**config.mk**
```make
export PLATFORM = sky130hd
export DESIGN_NAME = ahb_reg_slave
export DESIGN_NICKNAME = d
export VERILOG_FILES = /design/src/rtl/ahb_reg_slave.sv
export SDC_FILE = /design/constraint.sdc
export NUM_CORES = 1
export LEC_CHECK = 0
export ABC_AREA = 0
export CAP_MARGIN = 15
export CORE_AREA = 2 2 445 447
export DETAILED_ROUTE_END_ITERATION = 6
export DIE_AREA = 0 0 447 449
export PLACE_DENSITY = 0.36
export SLEW_MARGIN = 20
export SYNTH_ARGS = -nofsm -noshare
export SYNTH_HDL_FRONTEND = slang
export SYNTH_SLANG_ARGS = --single-unit
export TNS_END_PERCENT = 100
```
**constraint.sdc**
```tcl
create_clock -name HCLK -period 2.3 [get_ports HCLK]
set_clock_uncertainty 0.15 [all_clocks]
set_input_delay 0.23 -clock HCLK [delete_from_list [all_inputs] [get_ports HCLK]]
set_output_delay 0.23 -clock HCLK [all_outputs]
set_load 0.005 [all_outputs]
```
**src/rtl/ahb_reg_slave.sv**
```systemverilog
// ahb_reg_slave: AHB-Lite register bank with byte/half/word writes, wait states,
// read-only hardware status slots and a two-cycle ERROR response.
module ahb_reg_slave #(
  parameter int                      NUM_REGS    = 16,
  parameter int                      WAIT_STATES = 0,
  parameter logic [NUM_REGS-1:0]     RO_MASK     = '0,
  parameter logic [NUM_REGS*32-1:0]  RESET_VAL   = '0
) (
  input  logic                     HCLK,
  input  logic                     HRESETn,
  input  logic                     HSEL,
  input  logic [31:0]              HADDR,
  input  logic [1:0]               HTRANS,
  input  logic                     HWRITE,
  input  logic [2:0]               HSIZE,
  input  logic [2:0]               HBURST,
  input  logic [3:0]               HPROT,
  input  logic [31:0]              HWDATA,
  input  logic                     HREADY,
  output logic [31:0]              HRDATA,
  output logic                     HREADYOUT,
  output logic [1:0]               HRESP,
  output logic [NUM_REGS*32-1:0]   reg_q,
  input  logic [NUM_REGS*32-1:0]   reg_hw_d,
  output logic [NUM_REGS-1:0]      reg_wr_pulse
);
  localparam int AW = NUM_REGS > 1 ? $clog2(NUM_REGS) : 1;
  localparam int NP = 1 << AW;
  localparam logic [NP-1:0] RO_EXT = NP'(RO_MASK);
  typedef enum logic [1:0] {S_IDLE, S_WAIT, S_ERR1, S_ERR2} state_t;
  state_t              state_q, state_d;
  logic                act_q, act_d, wr_q, wr_d;
  logic [AW-1:0]       idx_q, idx_d, a_idx;
  logic [3:0]          mask_q, mask_d, a_mask;
  logic [2:0]          cnt_q, cnt_d;
  logic [31:0]         regs_q [NUM_REGS];
  logic [31:0]         regs_d [NUM_REGS];
  logic [NUM_REGS-1:0] pulse_q, pulse_d;
  logic                rdy, acc, err, commit, unused_ok;
  assign unused_ok = ^{HTRANS[0], HBURST, HPROT, HADDR[31:AW+2]};
  assign a_idx     = HADDR[AW+1:2];
  assign a_mask    = HSIZE == 3'b000 ? 4'b0001 << HADDR[1:0] :
                     HSIZE == 3'b001 ? (HADDR[1] ? 4'b1100 : 4'b0011) : 4'b1111;
  assign err       = ({1'b0, a_idx} >= (AW+1)'(NUM_REGS)) | (HSIZE > 3'b010) |
                     (HSIZE == 3'b001 & HADDR[0]) | (HSIZE == 3'b010 & |HADDR[1:0]) |
                     (HWRITE & RO_EXT[a_idx]);
  // ready is low while counting wait states and in the first error cycle
  assign rdy       = state_q == S_WAIT ? cnt_q == 3'(WAIT_STATES) : state_q != S_ERR1;
  assign acc       = HSEL & HTRANS[1] & HREADY & rdy;
  assign commit    = act_q & wr_q & rdy;
  assign HREADYOUT = rdy;
  assign HRESP     = (state_q == S_ERR1 || state_q == S_ERR2) ? 2'b01 : 2'b00;
  assign HRDATA    = act_q & ~wr_q ? (RO_EXT[idx_q] ? reg_hw_d[{idx_q, 5'b0} +: 32] : regs_q[idx_q]) : 32'h0;
  assign reg_wr_pulse = pulse_q;
  always_comb begin
    state_d = state_q;
    act_d   = act_q;
    wr_d    = wr_q;
    idx_d   = idx_q;
    mask_d  = mask_q;
    cnt_d   = cnt_q;
    if (state_q == S_ERR1) state_d = S_ERR2;
    else if (state_q == S_WAIT && !rdy) cnt_d = cnt_q + 3'd1;
    else begin
      act_d   = acc & ~err;
      wr_d    = HWRITE;
      idx_d   = a_idx;
      mask_d  = a_mask;
      cnt_d   = '0;
      state_d = !acc ? S_IDLE : err ? S_ERR1 : WAIT_STATES > 0 ? S_WAIT : S_IDLE;
    end
  end
  always_comb begin
    for (int i = 0; i < NUM_REGS; i++) begin
      pulse_d[i] = commit && idx_q == AW'(i);
      regs_d[i]  = regs_q[i];
      for (int b = 0; b < 4; b++)
        if (pulse_d[i] && mask_q[b] && !RO_MASK[i]) regs_d[i][8*b +: 8] = HWDATA[8*b +: 8];
    end
  end
  always_ff @(posedge HCLK or negedge HRESETn) begin
    if (!HRESETn) begin
      state_q <= S_IDLE;
      act_q   <= 1'b0;
      wr_q    <= 1'b0;
      idx_q   <= '0;
      mask_q  <= '0;
      cnt_q   <= '0;
      pulse_q <= '0;
      for (int i = 0; i < NUM_REGS; i++) regs_q[i] <= RO_MASK[i] ? 32'h0 : RESET_VAL[32*i +: 32];
    end else begin
      state_q <= state_d;
      act_q   <= act_d;
      wr_q    <= wr_d;
      idx_q   <= idx_d;
      mask_q  <= mask_d;
      cnt_q   <= cnt_d;
      pulse_q <= pulse_d;
      for (int i = 0; i < NUM_REGS; i++) regs_q[i] <= regs_d[i];
    end
  end
  for (genvar g = 0; g < NUM_REGS; g++) begin : g_out
    assign reg_q[32*g +: 32] = RO_MASK[g] ? 32'h0 : regs_q[g];
  end
endmodule
```
==> results of run 1 <==
==> worst reg2reg max path: stages, from the launching register on <==
cell	delay (ns)
dfrtp_4	0.51
buf_12	0.17
buf_6	0.13
buf_8	0.13
buf_6	0.11
buf_8	0.11
buf_6	0.12
nand3b_1	0.25
nor2_2	0.18
nand3_4	0.13
buf_12	0.18
mux2_2	0.27
==> metrics by stage <==
| stage | util, % | setup WS [ns] |
|---|---|---|
| CTS | 21.44 | -0.9885 |
| global route | 21.70 | -0.9768 |
| floorplan | - | 0.1516 |
| global placement | 19.49 | -0.8102 |
| detailed placement | 19.49 | -0.7819 |
| finish | 21.70 | -0.8887 |
==> cell families (layout without fill, tap and decap cells) <==
logic type               Yosys count  after routing  share of synthesized area (%)
AO/OA/AOI/OAI                    144            144                          3.851
adder cells (fa/ha/maj)            2              2                        0.09811
buffers and inverters            135           1180                          2.590
flip-flops                       543            543                          53.28
multiplexers                     713            713                          33.68
other                              1              2                        0.01470
AND/OR/NAND/NOR                  189            189                          6.491
==> metal layers <==
layer  part of all wire, %  global-route usage (%)  vias to the layer above
met5                     0                       0                        -
met4                   3.2                   4.772                        0
met3                   7.3                   4.953                      146
met2                    47                   24.53                      571
met1                    43                   18.83                    10550
li1                      -                       -                     8479
==> what timing repair did <==
| item | CTS | global route |
|---|---|---|
| cloned | 6 | 3 |
| setup endpoints to repair | 395 | 555 |
| hold buffers | 5 | 0 |
| resized for setup | 372 | 127 |
| buffers inserted | 74 | 18 |
| endpoints found under the hold margin | 499 | 0 |
| pin swaps | 58 | 48 |
==> layout make-up <==
class | instances | area, um^2 | share of cell area [%]
antenna | 1 | 2.502 | 0.005879
clock buffer | 108 | 2122 | 4.985
clock inverter | 26 | 259.0 | 0.6084
inverter | 8 | 35.03 | 0.08230
multi-input combinational | 1049 | 12140 | 28.53
sequential | 543 | 13600 | 31.94
tap | 2640 | 3303 | 7.760
timing repair buffer | 1038 | 11110 | 26.09
==> flip-flops by register name (all words and copies together), names as in the netlist <==
signal / flops
reg_q: 512
reg_wr_pulse: 16
idx_q: 4
mask_q: 4
cnt_q: 3
state_q: 2
act_q: 1
wr_q: 1
==> synthesized netlist by cell type (all sizes together), types with 3 or more instances <==
master / number / area [um^2]
dfrtp: 543 / 13590
nor2b: 6 / 37.54
mux2i: 129 / 1291
nand4: 36 / 748.2
a22oi: 96 / 720.7
inv: 8 / 30.03
nor2: 33 / 131.4
nand2: 40 / 152.6
clkbuf: 74 / 285.3
and2: 6 / 37.54
a211oi: 3 / 22.52
o21ai: 36 / 180.2
nand3: 27 / 260.3
buf: 53 / 345.3
nand2b: 6 / 37.54
mux2: 520 / 5856
a21oi: 3 / 15.01
nand4bb: 3 / 33.78
and3: 4 / 30.03
nand3b: 4 / 30.03
nor3: 14 / 70.07
nor4: 4 / 25.02
mux4: 64 / 1441
==> cells in the final DEF, fill, tap and decap left out, types with 6 or more instances in the layout <==
master and instances:
o21ai_1 12, clkbuf_16 79, mux4_2 64, mux2_2 427, dfrtp_1 540, buf_8 18
clkinv_2 12, buf_12 112, nand2b_1 6, nand4_4 36, buf_16 9, nand2_1 35
clkbuf_1 22, nor2_1 13, buf_6 52, nor3_1 14, clkdlybuf4s50_1 550, mux2_4 93
o21ai_2 15, a22oi_1 63, nor2_2 12, nor2_4 8, clkbuf_8 10, buf_4 241
nand3_2 21, buf_2 23, mux2i_1 128, dlygate4sd2_1 23, a22oi_2 33
==> worst paths after layout <==
check	to	cells after the start	from
setup / recovery	HRDATA[30]	8	idx_q[0]
min in group asynchronous	reg_q[88]	3	HRESETn
max in group asynchronous	reg_q[448]	3	HRESETn
setup reg to reg	reg_q[331]	11	idx_q[0]
hold reg to reg	reg_q[308]	1	reg_q[308]
hold / removal	idx_q[3]	2	HADDR[5]
==> where the power goes <==
part	switching [W]	leakage [nW]	internal [W]
combinational	0.00351	10.0	0.00361
clock	0.00492	1.16	0.00677
sequential	0.000533	6.37	0.0101
==> flow_summary.toml, run 1 <==
[die]
rows = 163
start_util_pct = 13.00
die-height_um = 449
design.core.area_mm2 = 0.1962
ios = 1156
die_area_mm2 = 0.2007
die_x_um = 447

[run]
drv_cap = 0

[route]
dr.pass1.iters = 4
drt-total-wl_um = 154900
vias = 19750
drt-vias-per-instance = 3.648
drt_iter0_drc = 909
drc = 0
final_antenna_net_count = 0
wl_per_cell_um = 28.61

[worst_setup_path]
critPathMaxStageDelay_ns = 0.51
crit_family = "buffers and inverters"
r2r_setup_slack_ns = -0.28
slowest_stage = "dfrtp_4"
worstPathRequired_ns = 1.92
critPathKind = "flip-flop to output port"
cp.arrival_ns = 2.81
worstPathCellList = "buf_12 -> buf_16 -> buf_12 -> buf_6 -> mux4_2 -> a22oi_2 -> o21ai_4 -> buf_6"
cp_max_fo = 7
end_kind = "output port"
critPathLaunchType = "flip-flop"
path_buf_inv = 5

[clocking]
cts_tree = "built"
cts_made_buffers = 76
cts-root-buf = "clkbuf_16"
clockBufferDepth = 3
clk_pin_slew_ns = 0.06
clock_sinks = 543
htree_levels = 3
clk_latency_ns = 0.69

[sta]
finalHoldViolations = 0
finalHoldWorstSlack_ns = 0.09338
max_freq_mhz = 313.6
fin_crit_sh_pct = 138.6
maxSlewViolCount = 0
min_period_ns = 3.189
worstMarginPinSlew_ns = 0.9281
setup_ws_ns = -0.8887
setup_tns_ns = -91.78
rsz0062_at_grt = "true"
worst_slew_margin_rel_pct = 37.92
finalSetupViolCount = 516

[layout]
nFillCells = 21170
fin_cells = 5413
nNetsFinal = 3311
final_area_mm2 = 0.04257
drive_gt1_share_pct = 47.87
syn_to_final_growth_pct = 66.91

[power_and_ir_drop]
p_per_area_mw_per_mm2 = 690.5
peakVddDrop_mv = 0.4293
p_leak_nw = 17.54
total_power_w = 0.02939

[placed_design]
portBuffers = 608
placed_area_mm2 = 0.03825
finalWeightedCongestion = 0.7975
dp_cells = 5200
dpl.hpwl_um = 117600

[yosys]
synthArstFlopShare_pct = 100.0
ys.flop_type = "dfrtp_1"
ys_ff_latch = 543
synth_edf_count = 0
syn_avg_cell_area_um2 = 14.77
syn_area_mm2 = 0.02550
synth_warnings = 0
synth_seq_area_share_pct = 53.28
synth_cell_type_count = 47
synthCells = 1727
syn_nets = 2322

[global_routing]
grt_usage_pct = 15.12
grt_overflow = 0
grt_pass1_wl_um = 205000
first_global_vias = 21000
grt_max_degree = 50
grt_antenna_before_repair = 13

[outcome]
status = "finished, violations left"
violations = "setup timing"

[min_path]
hp-class = "input port to flip-flop"
No activity file was read; power rests on OpenSTA's default activity.
==> inputs of run 2 (changes only) <==
--- a/config.mk
+++ b/config.mk
@@ -11,6 +11,7 @@
 export DETAILED_ROUTE_END_ITERATION = 6
 export DIE_AREA = 0 0 447 449
 export PLACE_DENSITY = 0.36
+export SETUP_SLACK_MARGIN = 0.02
 export SLEW_MARGIN = 20
 export SYNTH_ARGS = -nofsm -noshare
 export SYNTH_HDL_FRONTEND = slang
==> flow_summary.toml, run 2 (synthesis results as in run 1) <==
[route]
drt_iter0_drc = 866
vias = 19650
drt-total-wl_um = 154900
drc = 0
drt-vias-per-instance = 3.627
dr.pass1.iters = 5
final_antenna_net_count = 0
wl_per_cell_um = 28.59

[die]
ios = 1156
start_util_pct = 13.00
die-height_um = 449
die_x_um = 447
rows = 163
design.core.area_mm2 = 0.1962
die_area_mm2 = 0.2007

[sta]
fin_crit_sh_pct = 138.8
rsz0062_at_grt = "true"
maxSlewViolCount = 0
worst_slew_margin_rel_pct = 39.16
finalSetupViolCount = 361
setup_tns_ns = -63.74
setup_ws_ns = -0.8929
worstMarginPinSlew_ns = 0.9096
max_freq_mhz = 313.2
finalHoldViolations = 0
min_period_ns = 3.193

[power_and_ir_drop]
p_leak_nw = 17.37
p_per_area_mw_per_mm2 = 691.6
peakVddDrop_mv = 0.4243

[worst_setup_path]
reg2reg_to = "reg_q[289]"
critPathKind = "flip-flop to output port"
r2r_start = "idx_q[0]"
end_kind = "output port"
worstSetupStartpoint = "idx_q[0]"
worstPathRequired_ns = 1.92
critPathLaunchType = "flip-flop"
endpoint = "HRDATA[30]"
worst-r2r-cell-count = 11
r2r_setup_slack_ns = -0.27
cp.arrival_ns = 2.81
cp_max_fo = 7

[global_routing]
grt_antenna_before_repair = 13
grt_overflow = 0
grt_pass1_wl_um = 204800
grt_max_degree = 50
first_global_vias = 20980
grt_usage_pct = 15.11

[min_path]
hp-class = "input port to flip-flop"

[placed_design]
dpl.hpwl_um = 117600
portBuffers = 608
finalWeightedCongestion = 0.7975

[clocking]
clock_sinks = 543
cts-root-buf = "clkbuf_16"
clk_latency_ns = 0.70
cts_tree = "built"
htree_levels = 3
clk_pin_slew_ns = 0.06
clockBufferDepth = 3
cts_made_buffers = 76

[layout]
largest_reg_flops = 512
drive_gt1_share_pct = 47.55
fin_util_pct = 21.67
layout_commonest_cell = "clkdlybuf4s50_1"
syn_to_final_growth_pct = 66.74
nNetsFinal = 3315
mostFrequentLayoutCells = "clkdlybuf4s50_1, dfrtp_1, mux2_2"
nFillCells = 21180

[outcome]
status = "finished, violations left"
violations = "setup timing"

[run]
drv_cap = 0
## run 2: cell types whose count changed in the layout (fill, tap and decap cells not counted), sizes merged
cell,delta
buf,+3
dlymetal6s2s,+5
clkbuf,+1
dlygate4sd2,-7
clkdlybuf4s50,+2
## run 2: worst min path at each step
stage | from | endpoint | cells after the start
global route | HADDR[5] | idx_q[3] | 2
global placement | HRESETn | reg_q[130] | 1
floorplan | HRESETn | act_q | 0
CTS | HADDR[5] | idx_q[3] | 2
detailed placement | HRESETn | reg_q[130] | 1
finish | HADDR[5] | idx_q[3] | 2
## run 2: repair_timing
action	CTS	global route
pin swaps	51	33
gates cloned	6	4
hold buffers	5	0
resized for setup	332	110
setup endpoints to repair	464	573
endpoints found under the hold margin	499	0
buffers inserted	73	17
## run 2: critical path, cell delays in order, from the launching register on
cell and delay [ns]:
dfrtp_4 0.51, buf_12 0.14, buf_16 0.15, buf_12 0.15
buf_6 0.11, mux4_2 0.43, a22oi_2 0.32, o21ai_4 0.14
buf_6 0.14
## run 2: cell type report
cell class              count  area, um^2  area share [%]
flip-flops and latches    543       13600           31.97
multi-input cells        1049       12010           28.23
repair buffers           1042       11200           26.34
well taps                2640        3303           7.768
clock buffers             108        2122           4.990
clock inverters            26       259.0          0.6091
inverters                   8       35.03         0.08238
diodes                      1       2.502        0.005885
## run 2: metal layers
layer | up-vias | global-route usage [%] | wire length (um)
li1 | 8492 | - | -
met1 | 10410 | 18.78 | 65850
met2 | 596 | 24.53 | 72480
met3 | 144 | 4.994 | 11700
met4 | 0 | 4.772 | 4838
met5 | - | 0 | 0
## run 2: report_power, final
part / total [W] / leakage (nW) / internal [W] / switching, W
sequential: 0.0106 / 6.37 / 0.0101 / 0.000530
combinational: 0.00712 / 9.85 / 0.00360 / 0.00352
clock: 0.0117 / 1.16 / 0.00677 / 0.00493
## run 2: metrics by stage
stage / total power, W / hold WS (ns) / cells / setup slack [ns] / instance area, um^2
2_1_floorplan: 0.01313 / -0.2156 / 1727 / 0.1516 / 25500
3_3_place_gp: 0.01707 / 0.1418 / 5200 / -0.8102 / 38250
3_5_place_dp: 0.01706 / 0.1231 / 5200 / -0.7819 / 38250
4_1_cts: 0.02986 / 0.04533 / 5401 / -0.9885 / 41950
5_1_grt: 0.03073 / 0.07512 / 5417 / -0.9768 / 42520
6_report: 0.02941 / 0.09112 / 5417 / -0.8929 / 42520
==> inputs of run 3 (changes only) <==
--- a/config.mk
+++ b/config.mk
@@ -6,7 +6,7 @@
 export NUM_CORES = 1
 export LEC_CHECK = 0
 export ABC_AREA = 0
-export CAP_MARGIN = 15
+export CAP_MARGIN = 20
 export CORE_AREA = 2 2 445 447
 export DETAILED_ROUTE_END_ITERATION = 6
 export DIE_AREA = 0 0 447 449
==> results of run 3 <==
The final DEF is identical to that of run 2; final timing and power are the same.
